$ cat src/rtl/if_fetch_if.sv
// Fetch-stage bus bundle: instruction-memory request/ack, redirect input and the valid/stall link to ID.
// master = fetch stage, slave = memory/ID/control side.
interface if_fetch_if;
    logic        imem_req_o;
    logic [31:0] imem_addr_o;
    logic        imem_ack_i;
    logic [31:0] imem_rdata_i;
    logic        redirect_i;
    logic [31:0] redirect_pc_i;
    logic        stall_i;
    logic        valid_o;
    logic [31:0] instr_o;
    logic [31:0] pc_o;
    logic        error_o;

    modport master (
        output imem_req_o, imem_addr_o, valid_o, instr_o, pc_o, error_o,
        input  imem_ack_i, imem_rdata_i, redirect_i, redirect_pc_i, stall_i
    );

    modport slave (
        input  imem_req_o, imem_addr_o, valid_o, instr_o, pc_o, error_o,
        output imem_ack_i, imem_rdata_i, redirect_i, redirect_pc_i, stall_i
    );
endinterface

$ cat src/rtl/if_fetch.sv
// Instruction fetch: owns PC, one outstanding imem request, FIFO_DEPTH {pc,instr} buffer; IF_MISALIGN_CHECK_EN adds misaligned-redirect halt.
// Latency: request one cycle after reset release; 0-wait ack data reaches ID next cycle, 1 instr/cycle sustained.
// Backpressure: stall_i holds the head; requests stop once buffered + in-flight entries reach FIFO_DEPTH.
module if_fetch #(
    parameter logic [31:0] RESET_PC   = 32'h0000_0000,
    parameter int          FIFO_DEPTH = 2
) (
    input  logic        clk,
    input  logic        rst,
    if_fetch_if.master  bus
);
    localparam int             AW      = $clog2(FIFO_DEPTH);
    localparam logic [AW:0]    DEPTH_C = (AW+1)'(FIFO_DEPTH);
    localparam logic [AW:0]    CNT_ONE = (AW+1)'(1);
    localparam logic [AW-1:0]  PTR_ONE = AW'(1);

`ifdef IF_MISALIGN_CHECK_EN
    typedef enum logic [1:0] {IDLE, REQ, DROP, HALT} state_t;
`else
    typedef enum logic [1:0] {IDLE, REQ, DROP} state_t;
`endif

    typedef struct packed {
        logic [31:0] pc;
        logic [31:0] instr;
    } fetch_ent_t;

    state_t      state_q, state_d;
    state_t      rest_st;
    logic [31:0] fetch_pc_q, fetch_pc_d;
    logic [31:0] addr_q, addr_d;
    logic [AW:0] cnt_q, cnt_d;
    logic [AW-1:0] rd_ptr_q, rd_ptr_d;
    logic [AW-1:0] wr_ptr_q, wr_ptr_d;
    fetch_ent_t  mem_q [FIFO_DEPTH];
    fetch_ent_t  mem_d [FIFO_DEPTH];

    logic        req, ack, redir, push, pop;
    logic [31:0] redir_tgt;

    assign req       = (state_q == REQ) || (state_q == DROP);
    assign ack       = req && bus.imem_ack_i;
    assign redir     = bus.redirect_i;
    assign push      = (state_q == REQ) && ack && !redir;
    assign pop       = (cnt_q != '0) && !bus.stall_i && !redir;
    assign redir_tgt = {bus.redirect_pc_i[31:2], 2'b00};

`ifdef IF_MISALIGN_CHECK_EN
    logic error_q, error_d;
    logic halt_pend_q, halt_pend_d;
    logic mis;

    assign mis         = redir && (bus.redirect_pc_i[1:0] != 2'b00);
    assign error_d     = error_q | mis;
    assign halt_pend_d = halt_pend_q | mis;
    // Where the FSM lands once nothing is outstanding: HALT after any misaligned redirect.
    assign rest_st     = (mis || halt_pend_q) ? HALT : IDLE;
    assign bus.error_o = error_q;
`else
    assign rest_st     = IDLE;
    assign bus.error_o = 1'b0;
`endif

    always_comb begin
        state_d    = state_q;
        fetch_pc_d = fetch_pc_q;
        cnt_d      = cnt_q;
        rd_ptr_d   = rd_ptr_q;
        wr_ptr_d   = wr_ptr_q;
        mem_d      = mem_q;

        if (redir) begin
            cnt_d      = '0;
            rd_ptr_d   = '0;
            wr_ptr_d   = '0;
            fetch_pc_d = redir_tgt;
        end else begin
            if (push) begin
                mem_d[wr_ptr_q] = '{pc: fetch_pc_q, instr: bus.imem_rdata_i};
                wr_ptr_d        = wr_ptr_q + PTR_ONE;
                fetch_pc_d      = fetch_pc_q + 32'd4;
            end
            if (pop) begin
                rd_ptr_d = rd_ptr_q + PTR_ONE;
            end
            if (push && !pop) begin
                cnt_d = cnt_q + CNT_ONE;
            end else if (pop && !push) begin
                cnt_d = cnt_q - CNT_ONE;
            end
        end

        unique case (state_q)
            IDLE: begin
                if (redir) begin
                    state_d = rest_st;
                end else if (cnt_q < DEPTH_C) begin
                    state_d = REQ;
                end
            end
            REQ: begin
                if (redir) begin
                    state_d = ack ? rest_st : DROP;
                end else if (ack) begin
                    state_d = (cnt_d < DEPTH_C) ? REQ : IDLE;
                end
            end
            DROP: begin
                if (ack) begin
                    state_d = rest_st;
                end
            end
`ifdef IF_MISALIGN_CHECK_EN
            HALT: state_d = HALT;
`endif
            default: state_d = IDLE;
        endcase

        // The request address is frozen while a request is outstanding, even across redirects.
        addr_d = (req && !ack) ? addr_q : fetch_pc_d;
    end

    always_ff @(posedge clk) begin
        if (rst) begin
            state_q    <= IDLE;
            fetch_pc_q <= RESET_PC;
            addr_q     <= RESET_PC;
            cnt_q      <= '0;
            rd_ptr_q   <= '0;
            wr_ptr_q   <= '0;
            for (int i = 0; i < FIFO_DEPTH; i++) begin
                mem_q[i] <= '0;
            end
`ifdef IF_MISALIGN_CHECK_EN
            error_q     <= 1'b0;
            halt_pend_q <= 1'b0;
`endif
        end else begin
            state_q    <= state_d;
            fetch_pc_q <= fetch_pc_d;
            addr_q     <= addr_d;
            cnt_q      <= cnt_d;
            rd_ptr_q   <= rd_ptr_d;
            wr_ptr_q   <= wr_ptr_d;
            mem_q      <= mem_d;
`ifdef IF_MISALIGN_CHECK_EN
            error_q     <= error_d;
            halt_pend_q <= halt_pend_d;
`endif
        end
    end

    assign bus.imem_req_o  = req;
    assign bus.imem_addr_o = addr_q;
    assign bus.valid_o     = (cnt_q != '0);
    assign bus.instr_o     = mem_q[rd_ptr_q].instr;
    assign bus.pc_o        = mem_q[rd_ptr_q].pc;
endmodule

$ cat src/flat_wrapper.sv
// flat-port wrapper written by rule: the top's interface ports become plain ports
module if_fetch_flat 
#(
    parameter logic [31:0] RESET_PC   = 32'h0000_0000,
    parameter int          FIFO_DEPTH = 2
)
  (clk, rst, bus_imem_req_o, bus_imem_addr_o, bus_valid_o, bus_instr_o, bus_pc_o, bus_error_o, bus_imem_ack_i, bus_imem_rdata_i, bus_redirect_i, bus_redirect_pc_i, bus_stall_i);
  if_fetch_if bus_i ();
  input  logic clk;
  input  logic rst;
  output wire logic [$bits(bus_i.imem_req_o)-1:0] bus_imem_req_o;
  output wire logic [$bits(bus_i.imem_addr_o)-1:0] bus_imem_addr_o;
  output wire logic [$bits(bus_i.valid_o)-1:0] bus_valid_o;
  output wire logic [$bits(bus_i.instr_o)-1:0] bus_instr_o;
  output wire logic [$bits(bus_i.pc_o)-1:0] bus_pc_o;
  output wire logic [$bits(bus_i.error_o)-1:0] bus_error_o;
  input wire logic [$bits(bus_i.imem_ack_i)-1:0] bus_imem_ack_i;
  input wire logic [$bits(bus_i.imem_rdata_i)-1:0] bus_imem_rdata_i;
  input wire logic [$bits(bus_i.redirect_i)-1:0] bus_redirect_i;
  input wire logic [$bits(bus_i.redirect_pc_i)-1:0] bus_redirect_pc_i;
  input wire logic [$bits(bus_i.stall_i)-1:0] bus_stall_i;
  assign bus_imem_req_o = bus_i.imem_req_o;
  assign bus_imem_addr_o = bus_i.imem_addr_o;
  assign bus_valid_o = bus_i.valid_o;
  assign bus_instr_o = bus_i.instr_o;
  assign bus_pc_o = bus_i.pc_o;
  assign bus_error_o = bus_i.error_o;
  assign bus_i.imem_ack_i = bus_imem_ack_i;
  assign bus_i.imem_rdata_i = bus_imem_rdata_i;
  assign bus_i.redirect_i = bus_redirect_i;
  assign bus_i.redirect_pc_i = bus_redirect_pc_i;
  assign bus_i.stall_i = bus_stall_i;
  if_fetch #(.RESET_PC(RESET_PC), .FIFO_DEPTH(FIFO_DEPTH)) u_core (.clk(clk), .rst(rst), .bus(bus_i));
endmodule
$ cat config.mk
export PLATFORM = sky130hd
export DESIGN_NAME = if_fetch_flat
export DESIGN_NICKNAME = d
export VERILOG_FILES = /design/src/rtl/if_fetch_if.sv /design/src/rtl/if_fetch.sv /design/src/flat_wrapper.sv
export SDC_FILE = /design/constraint.sdc
export NUM_CORES = 1
export LEC_CHECK = 0
export BUFFER_PORTS_ARGS = -buffer_cell sky130_fd_sc_hd__buf_2
export CAP_MARGIN = 5
export CORE_ASPECT_RATIO = 0.7
export CORE_MARGIN = 1
export CORE_UTILIZATION = 51
export DETAILED_ROUTE_END_ITERATION = 7
export PLACE_DENSITY = 0.75
export SYNTH_ARGS = -nofsm -noshare
export SYNTH_HDL_FRONTEND = slang
export SYNTH_SLANG_ARGS = --single-unit
$ cat constraint.sdc
create_clock -name clk -period 2.6 [get_ports clk]
set_input_delay 0.39 -clock clk [delete_from_list [all_inputs] [get_ports clk]]
set_output_delay 0.39 -clock clk [all_outputs]
set_load 0.005 [all_outputs]
==> results of run 1 <==
[where the power goes]
group          internal [uW]  switching (uW)
registers               3120            84.0
logic                    222             302
clock network           1430            1160
total                   4770            1550
[final cells by class]
cell class                      count  area, um2  area share
Clock buffer                       21        440      0.0429
Clock inverter                     11        124      0.0121
Multi-Input combinational cell    750       4250       0.413
Timing Repair Buffer              199       1160       0.113
Tap cell                          225        282      0.0274
Inverter                           15       56.3     0.00548
Sequential cell                   198       3970       0.386
[logic make-up (layout without fill, tap and decap cells)]
kind of cell	count (synthesis)	count (layout)	synth area share
other	1	1	0.000434
muxes	71	71	0.0919
and+or+nand+nor	438	438	0.224
DFF	198	198	0.459
xor gates and xnor gates	12	12	0.0122
buffers and inverters	94	246	0.0518
adders and majority gates	7	7	0.0101
AOI/OAI and AO/OA	221	221	0.151
[path summary, 6_finish.rpt]
path,slack [ps],start,to
worst min register to register,450,u_core.mem_q[46]$_SDFFE_PP0P_,u_core.mem_q[46]$_SDFFE_PP0P_
worst max register to register,150,u_core.state_q[1]$_SDFFE_PP0P_,u_core.bus.imem_addr_o[28]$_SDFFE_PP0N_
worst max-delay path,150,u_core.state_q[1]$_SDFFE_PP0P_,u_core.bus.imem_addr_o[28]$_SDFFE_PP0N_
worst min-delay path,200,bus_imem_rdata_i[23],u_core.mem_q[87]$_SDFFE_PP0P_
[critical path, cell delays in order, from the launching register on]
cell and delay, ps:
dfxtp_1 330, inv_1 70, ha_1 220, nand4b_4 120, or4_4 590, nor4_1 320, mux2_2 380, o41ai_1 310
[per-stage QoR]
step,power (uW),setup WS [ps],cells
floorplan,3560,260,1042
global placement,3780,258,1387
detailed placement,3790,183,1387
CTS,6340,194,1419
global route,6560,26.3,1419
finish,6320,153,1419
[per-layer routing]
metal	global-route usage	vias up	wire, um
met2	0.401	249	9800
met3	0.0555	29	1500
met1	0.375	3629	10800
met5	0	-	0
li1	-	3836	-
met4	0.0725	0	329
[cell usage after synthesis (4+ instances only)]
cell,instances
nor2_1,40
inv_1,14
o21ai_0,11
o31ai_1,6
clkbuf_1,62
a211oi_1,4
dfxtp_1,198
nand4_1,9
nor2b_1,5
clkbuf_8,5
nor3_1,21
nand2b_1,11
o22a_1,4
o22ai_1,8
o41ai_1,5
and4_1,8
a31oi_1,6
xnor2_1,7
xor2_1,5
ha_1,7
nand3_1,13
o211ai_1,4
mux2_2,67
and2_1,6
o211a_1,4
nor4_1,9
mux2i_1,4
a21oi_1,147
buf_4,4
nand2_1,302
[flip-flops by register name, summed over array words and instances, names as in the netlist]
| name | cells |
|---|---|
| u_core.bus.imem_addr_o | 32 |
| u_core.cnt_q | 2 |
| u_core.fetch_pc_q | 32 |
| u_core.mem_q | 128 |
| u_core.rd_ptr_q | 1 |
| u_core.state_q | 2 |
| u_core.wr_ptr_q | 1 |
==> flow_metrics.tcl, run 1 <==
set metrics [dict create \
    yosys.area.top_type "dfxtp_1" \
    startpoint_type "flip-flop" \
    fp.dieW_um 158 \
    cts_resized 0 \
    cts_tree "done" \
    layout_common_cells "nand2_1 (301), dfxtp_1 (197), buf_2 (163), a21oi_1 (147), mux2_2 (67)" \
    place_congestion 0.872 \
    antenna_found_initial 0 \
    synth-main-ff-cell "dfxtp_1" \
    synth_nets 1118 \
    grtUsageTotal 0.263 \
    yosysSeqAreaShare 0.459 \
    dpl.hpwl_mm 14.9 \
    fin_crit_sh 0.941 \
    post_cts_buffers 0 \
    reg2reg_depth 7 \
    cp_max_fo 6 \
    synth_enable_flop_cells 0 \
    numPortBuffers 164 \
    area_growth_syn_to_layout_pct 18.9 \
    rows 39 \
    htree_levels 4 \
    hold_ws_ps 203 \
    num_vias 7743 \
    design.die.area_mm2 0.0175 \
    grt_max_degree 164 \
    synth.avg_cell_area_um2 8.30 \
    rsz0062_at_grt "no" \
    synth_top_area_frac 0.459 \
    drtAntennaViolNets 0 \
    outcome "complete, no violations" \
    numCtsBuffers 17 \
    clkLatencyLatePin_ps 430 \
    drt_wl_total_mm 22.5 \
    core_area_mm2 0.0164 \
    grt_first_pass_wirelength_mm 36.5 \
    synthTopCellsByArea "dfxtp_1 (46%), nand2_1 (13%), mux2_2 (8.7%)" \
    hp-class "input pin to flip-flop" \
    power_density_mw_per_mm2 615 \
    yosysWarnings 0 \
    layout.nets 1257 \
    worstPathArrival_ps 2770 \
    hold_viol 0 \
    async_reset_ff_frac 0 \
    root_buffer "clkbuf_16" \
    cts_buffer_depth 2 \
    fmax_ghz 0.409 \
    critPathKind "flip-flop to flip-flop" \
    synth.distinct_cells 65 \
    postLayoutCellArea_mm2 0.0103 \
    final_util 0.625 \
    first_pass_iters 4 \
    drc_errors 0 \
    setup_viol 0 \
    hold_depth 3 \
    drv_cap 0 \
    grt_pass1_vias 7340 \
    irDropWorstVdd_uv 368 \
    die_h_um 111 \
    syn_area_mm2 0.00864 \
    postCtsHoldBufs 0 \
    start_util 0.526 \
    cp_data_required_time_ps 2920 \
    tns_ps 0 \
    leakage_uw 0.00414 \
    via_per_inst 5.46 \
    drt_iter0_drc 658 \
    final_common_cell "nand2_1" \
    synth-seq-cells 198 \
    tightest_slew_ps 878 \
    drive_gt1_frac 0.262 \
    fillCellCount 1473 \
    synth_cells 1042 \
    finalWorstPathRequiredPeriod_ps 2450 \
    io_pins 168 \
    wire_per_inst_um 15.8 \
    place_area_mm2 0.00971 \
    cts_sinks 198 \
    skew_ps 7.11 \
    n_antenna_cell 0 \
    crit_path_end_kind "flip-flop" \
    clk_pin_slew_ps 70 \
    drv_slew 0 \
    slew_headroom 0.415 \
    overflow 0 \
]
Power figures use the tool's default switching activity.
==> inputs of run 2 (changes only) <==
Settings changed: CORE_ASPECT_RATIO 0.7 to 0.8, CTS_CLUSTER_DIAMETER from default to 80.
==> run 2 against run 1 <==
  * First-iteration DRC count down 23%
  * Global-route usage down 0.30 points
  * Cell area up 1.0%
  * Wire length down 1.2%
  * Final cell count down 0.35%
  * Die area about the same
  * Sequential share of layout area down 0.39 points
  * Critical path depth unchanged
  * Register-to-register slack about the same
  * Clock-buffer cell count down 2
  * Setup slack better by 1.5 ps
==> flow_metrics.tcl, run 2 (synthesis gave the netlist of run 1 again) <==
set metrics [dict create \
    drv_cap 0 \
    dpl.cell_count 1382 \
    grt_max_degree 107 \
    finalWorstPathRequiredPeriod_ps 2450 \
    first_pass_iters 5 \
    rsz0062_at_grt "no" \
    top_register "u_core.mem_q" \
    fmax_ghz 0.409 \
    startpoint_type "flip-flop" \
    timing.final.ws_setup_ps 154 \
    drtAntennaViolNets 0 \
    drive_gt1_frac 0.266 \
    numPortBuffers 164 \
    htree_levels 4 \
    irDropWorstVdd_uv 465 \
    hold_viol 0 \
    drt_wl_total_mm 22.2 \
    layout_common_cells "nand2_1 (301), dfxtp_1 (197), buf_2 (163), a21oi_1 (147), mux2_2 (67)" \
    cp_data_required_time_ps 2930 \
    hp-class "input pin to flip-flop" \
    drc_errors 0 \
    numCtsBuffers 17 \
    grt_pass1_vias 7191 \
    stdcell_count 1414 \
    die_h_um 118 \
    critPathKind "flip-flop to flip-flop" \
    drt_iter0_drc 506 \
    slew_headroom 0.538 \
    cts_tree "done" \
    wire_per_inst_um 15.7 \
    post_cts_buffers 0 \
    antenna_found_initial 0 \
    io_pins 168 \
    worstPathArrival_ps 2780 \
    hold_ws_ps 202 \
    setup_viol 0 \
    n_antenna_cell 0 \
    start_util 0.522 \
    rows 42 \
    layout.nets 1257 \
    area_growth_syn_to_layout_pct 20.1 \
    clkLatencyLatePin_ps 430 \
    grt_first_pass_wirelength_mm 36.3 \
    leakage_uw 0.00418 \
    core_area_mm2 0.0166 \
    design.die.area_mm2 0.0175 \
    power_density_mw_per_mm2 633 \
    final_common_cell "nand2_1" \
    tns_ps 0 \
    pre_cts_slack_ps 101 \
    fin_crit_sh 0.941 \
    drv_slew 0 \
    cp_max_fo 7 \
    clk_pin_slew_ps 70 \
    crit_path_end_kind "flip-flop" \
    skew_ps 8.80 \
    tightest_slew_ps 692 \
    grtUsageTotal 0.260 \
    outcome "complete, no violations" \
    place_congestion 0.894 \
    root_buffer "clkbuf_16" \
    largest_reg_flops 128 \
    dpl.hpwl_mm 14.9 \
    fp.dieW_um 148 \
    via_per_inst 5.46 \
    num_vias 7714 \
    cts_buffer_depth 2 \
    final_util 0.627 \
    cts_sinks 198 \
    overflow 0 \
]
run 2: cell types whose count changed in the layout (fill, tap and decap cells not counted), moves of 2 or more:
cell,change
bufinv_16,+2
clkbuf_1,-3
clkinv_2,-3
buf_4,-2
clkinvlp_4,+2
buf_12,+2
run 2: per-layer routing:
layer / routed length (um) / track usage / up-vias
met4: 427 / 0.0915 / 0
li1: - / - / 3831
met2: 10000 / 0.406 / 240
met5: 0 / 0 / -
met3: 1400 / 0.0571 / 35
met1: 10300 / 0.354 / 3608
run 2: final timing paths:
check	start	end	slack, ps	cells after the start
max	u_core.state_q[1]$_SDFFE_PP0P_	u_core.bus.imem_addr_o[28]$_SDFFE_PP0N_	150	7
max reg2reg	u_core.state_q[1]$_SDFFE_PP0P_	u_core.bus.imem_addr_o[28]$_SDFFE_PP0N_	150	7
min	bus_imem_rdata_i[7]	u_core.mem_q[7]$_SDFFE_PP0P_	200	3
min reg2reg	u_core.mem_q[44]$_SDFFE_PP0P_	u_core.mem_q[44]$_SDFFE_PP0P_	450	2
run 2: cell type report:
class                   instances  area, um2
well taps                     220        275
inverters                      15       56.3
multi-input cells             750       4260
clock inverters                13        193
repair buffers                199       1190
fillers                      1489       6170
clock buffers                  19        443
flip-flops and latches        198       3970
run 2: metrics by stage:
stage,instance area [um2],power (uW)
2_1_floorplan,8640,3560
3_3_place_gp,9730,3780
3_5_place_dp,9730,3790
4_1_cts,10400,6610
5_1_grt,10400,6810
6_report,10400,6570
run 2: critical path, cell delays in order, from the launching register on:
cell and delay, ps:
dfxtp_1 330, inv_1 70, ha_1 220, nand4b_4 140, or4_4 610, nor4_1 310
mux2_2 390, o41ai_2 260
run 2: report_power, final:
part,switching (uW),internal (uW)
registers,83.3,3120
clock network,1190,1650
logic,300,221
total,1570,5000
run 2: timing repair:
item                       CTS  global route
gates resized for setup      0             2
hold buffers                 0             0
setup endpoints to repair    0             2
==> inputs of run 3 (changes only) <==
Settings changed: REMOVE_ABC_BUFFERS from default to 1.
==> run 3 against run 2 <==
  * Combinational power decreased by 1%
  * Final cell count about the same
  * Maximum frequency increased by 0.41%
  * Cell area decreased by 1.0%
  * Sequential share of layout area increased by 0.41 points
  * Sequential cell count unchanged
  * Non-clock buffer count unchanged
  * First-iteration DRC count increased by 5.5%
  * Utilization decreased by 0.63 points
  * Die area unchanged
  * Clock skew increased by 1.0 ps
  * Register-to-register slack about the same
  * Largest cell class unchanged
==> flow_metrics.tcl, run 3 (synthesis gave the netlist of run 1 again) <==
set metrics [dict create \
    crit_path_end_kind "flip-flop" \
    top_register "u_core.mem_q" \
    grtUsageTotal 0.262 \
    multiInputGateArea_mm2 0.00425 \
    worstPathArrival_ps 2760 \
    fp.dieW_um 148 \
    post_cts_buffers 0 \
    via_per_inst 5.46 \
    fmax_ghz 0.411 \
    hold_viol 0 \
    numCtsBuffers 17 \
    fin_crit_sh 0.937 \
    rsz0062_at_grt "no" \
    crit_buf_inv 1 \
    critPathKind "flip-flop to flip-flop" \
    finalWorstPathRequiredPeriod_ps 2440 \
    hold_ws_ps 206 \
    drc_errors 0 \
    area_growth_syn_to_layout_pct 18.9 \
    drt_wl_total_mm 22.4 \
    cp_slowest_cell "or4_4" \
    largest_reg_flops 128 \
    stdcell_count 1413 \
    root_buffer "clkbuf_16" \
    grt_max_degree 107 \
    worstSetupStartpoint "u_core.state_q[1]$_SDFFE_PP0P_" \
    tightest_slew_ps 653 \
    dpl.cell_count 1382 \
    outcome "complete, no violations" \
    drive_gt1_frac 0.263 \
    timing.final.ws_setup_ps 164 \
    n_antenna_cell 0 \
    cts_buffer_depth 2 \
    path_cells "inv_1 > ha_1 > nand4b_4 > or4_4 > nor4_1 > mux2_2 > o41ai_1" \
    drtAntennaViolNets 0 \
    setup_viol 0 \
    grt_first_pass_wirelength_mm 36.4 \
    num_vias 7710 \
    dpl.hpwl_mm 14.9 \
    final_common_cell "nand2_1" \
    pre_cts_slack_ps 188 \
    cp_top_family "simple AND/OR/NAND/NOR gates" \
    postCtsHoldBufs 0 \
    clk_pin_slew_ps 70 \
    tns_ps 0 \
    seqCellArea_mm2 0.00397 \
    antenna_found_initial 1 \
    cts_tree "done" \
    htree_levels 4 \
    die_h_um 118 \
    clkLatencyLatePin_ps 430 \
    drv_cap 0 \
    hp-class "input pin to flip-flop" \
    overflow 0 \
    critPathMaxStageDelay_ps 570 \
    layout.nets 1257 \
    layout_common_cells "nand2_1 (301), dfxtp_1 (197), buf_2 (163), a21oi_1 (147), mux2_2 (67)" \
    cp_max_fo 3 \
    io_pins 168 \
    start_util 0.522 \
    drv_slew 0 \
    place_congestion 0.836 \
    leakage_uw 0.00412 \
    cp_data_required_time_ps 2920 \
    core_area_mm2 0.0166 \
    reg2reg_slack_ps 160 \
    hp-start "bus_imem_rdata_i[24]" \
    wire_per_inst_um 15.9 \
    design.die.area_mm2 0.0175 \
    rows 42 \
    first_pass_iters 7 \
    startpoint_type "flip-flop" \
    grt_pass1_vias 7168 \
    cts_sinks 198 \
    power_density_mw_per_mm2 620 \
    skew_ps 9.85 \
    cts_resized 0 \
    drt_iter0_drc 534 \
    fillCellCount 1486 \
    numPortBuffers 164 \
    timing.rr.start "u_core.state_q[1]$_SDFFE_PP0P_" \
    irDropWorstVdd_uv 468 \
    slew_headroom 0.559 \
]
## run 3: cell types whose count changed in the layout (fill, tap and decap cells not counted), sizes merged
| cell | delta |
|---|---|
| clkinvlp | +2 |
| bufinv | -2 |
| clkbuf | +2 |
| inv | -3 |
## run 3: layout make-up
class,count,area share
Clock buffer,21,0.0459
Multi-Input combinational cell,750,0.413
Inverter,15,0.00548
Clock inverter,10,0.0118
Tap cell,220,0.0268
Timing Repair Buffer,199,0.111
Sequential cell,198,0.386
## run 3: stage by stage
step                      area, um2  total power (uW)   util
after floorplan                8250              3490      -
after global placement         9680              3770  0.585
after detailed placement       9680              3790  0.585
after CTS                     10300              6400  0.621
after global routing          10300              6610  0.621
final                         10300              6370  0.621
## run 3: path summary, 6_finish.rpt
check	cells after the start	to
worst max-delay path	7	u_core.bus.imem_addr_o[28]$_SDFFE_PP0N_
worst min register to register	2	u_core.bus.imem_addr_o[12]$_SDFFE_PP0N_
worst min-delay path	3	u_core.mem_q[88]$_SDFFE_PP0P_
worst max register to register	7	u_core.bus.imem_addr_o[28]$_SDFFE_PP0N_
## run 3: per-layer routing
metal,vias up,share of wire,global-route usage
met2,261,0.45,0.411
met5,-,0,0
met3,24,0.069,0.0525
met1,3604,0.47,0.367
met4,0,0.012,0.0683
li1,3821,-,-
## run 3: where the power goes
part           leakage, uW  switching [uW]  internal [uW]
clock network     0.000277            1140           1500
registers          0.00161            85.1           3120
logic              0.00223             298            217
## run 3: worst register-to-register path, cell delays in order, from the launching register on
cell and delay, ps:
dfxtp_1 320, inv_1 80, ha_1 230, nand4b_4 120
or4_4 570, nor4_1 350, mux2_2 390, o41ai_1 280
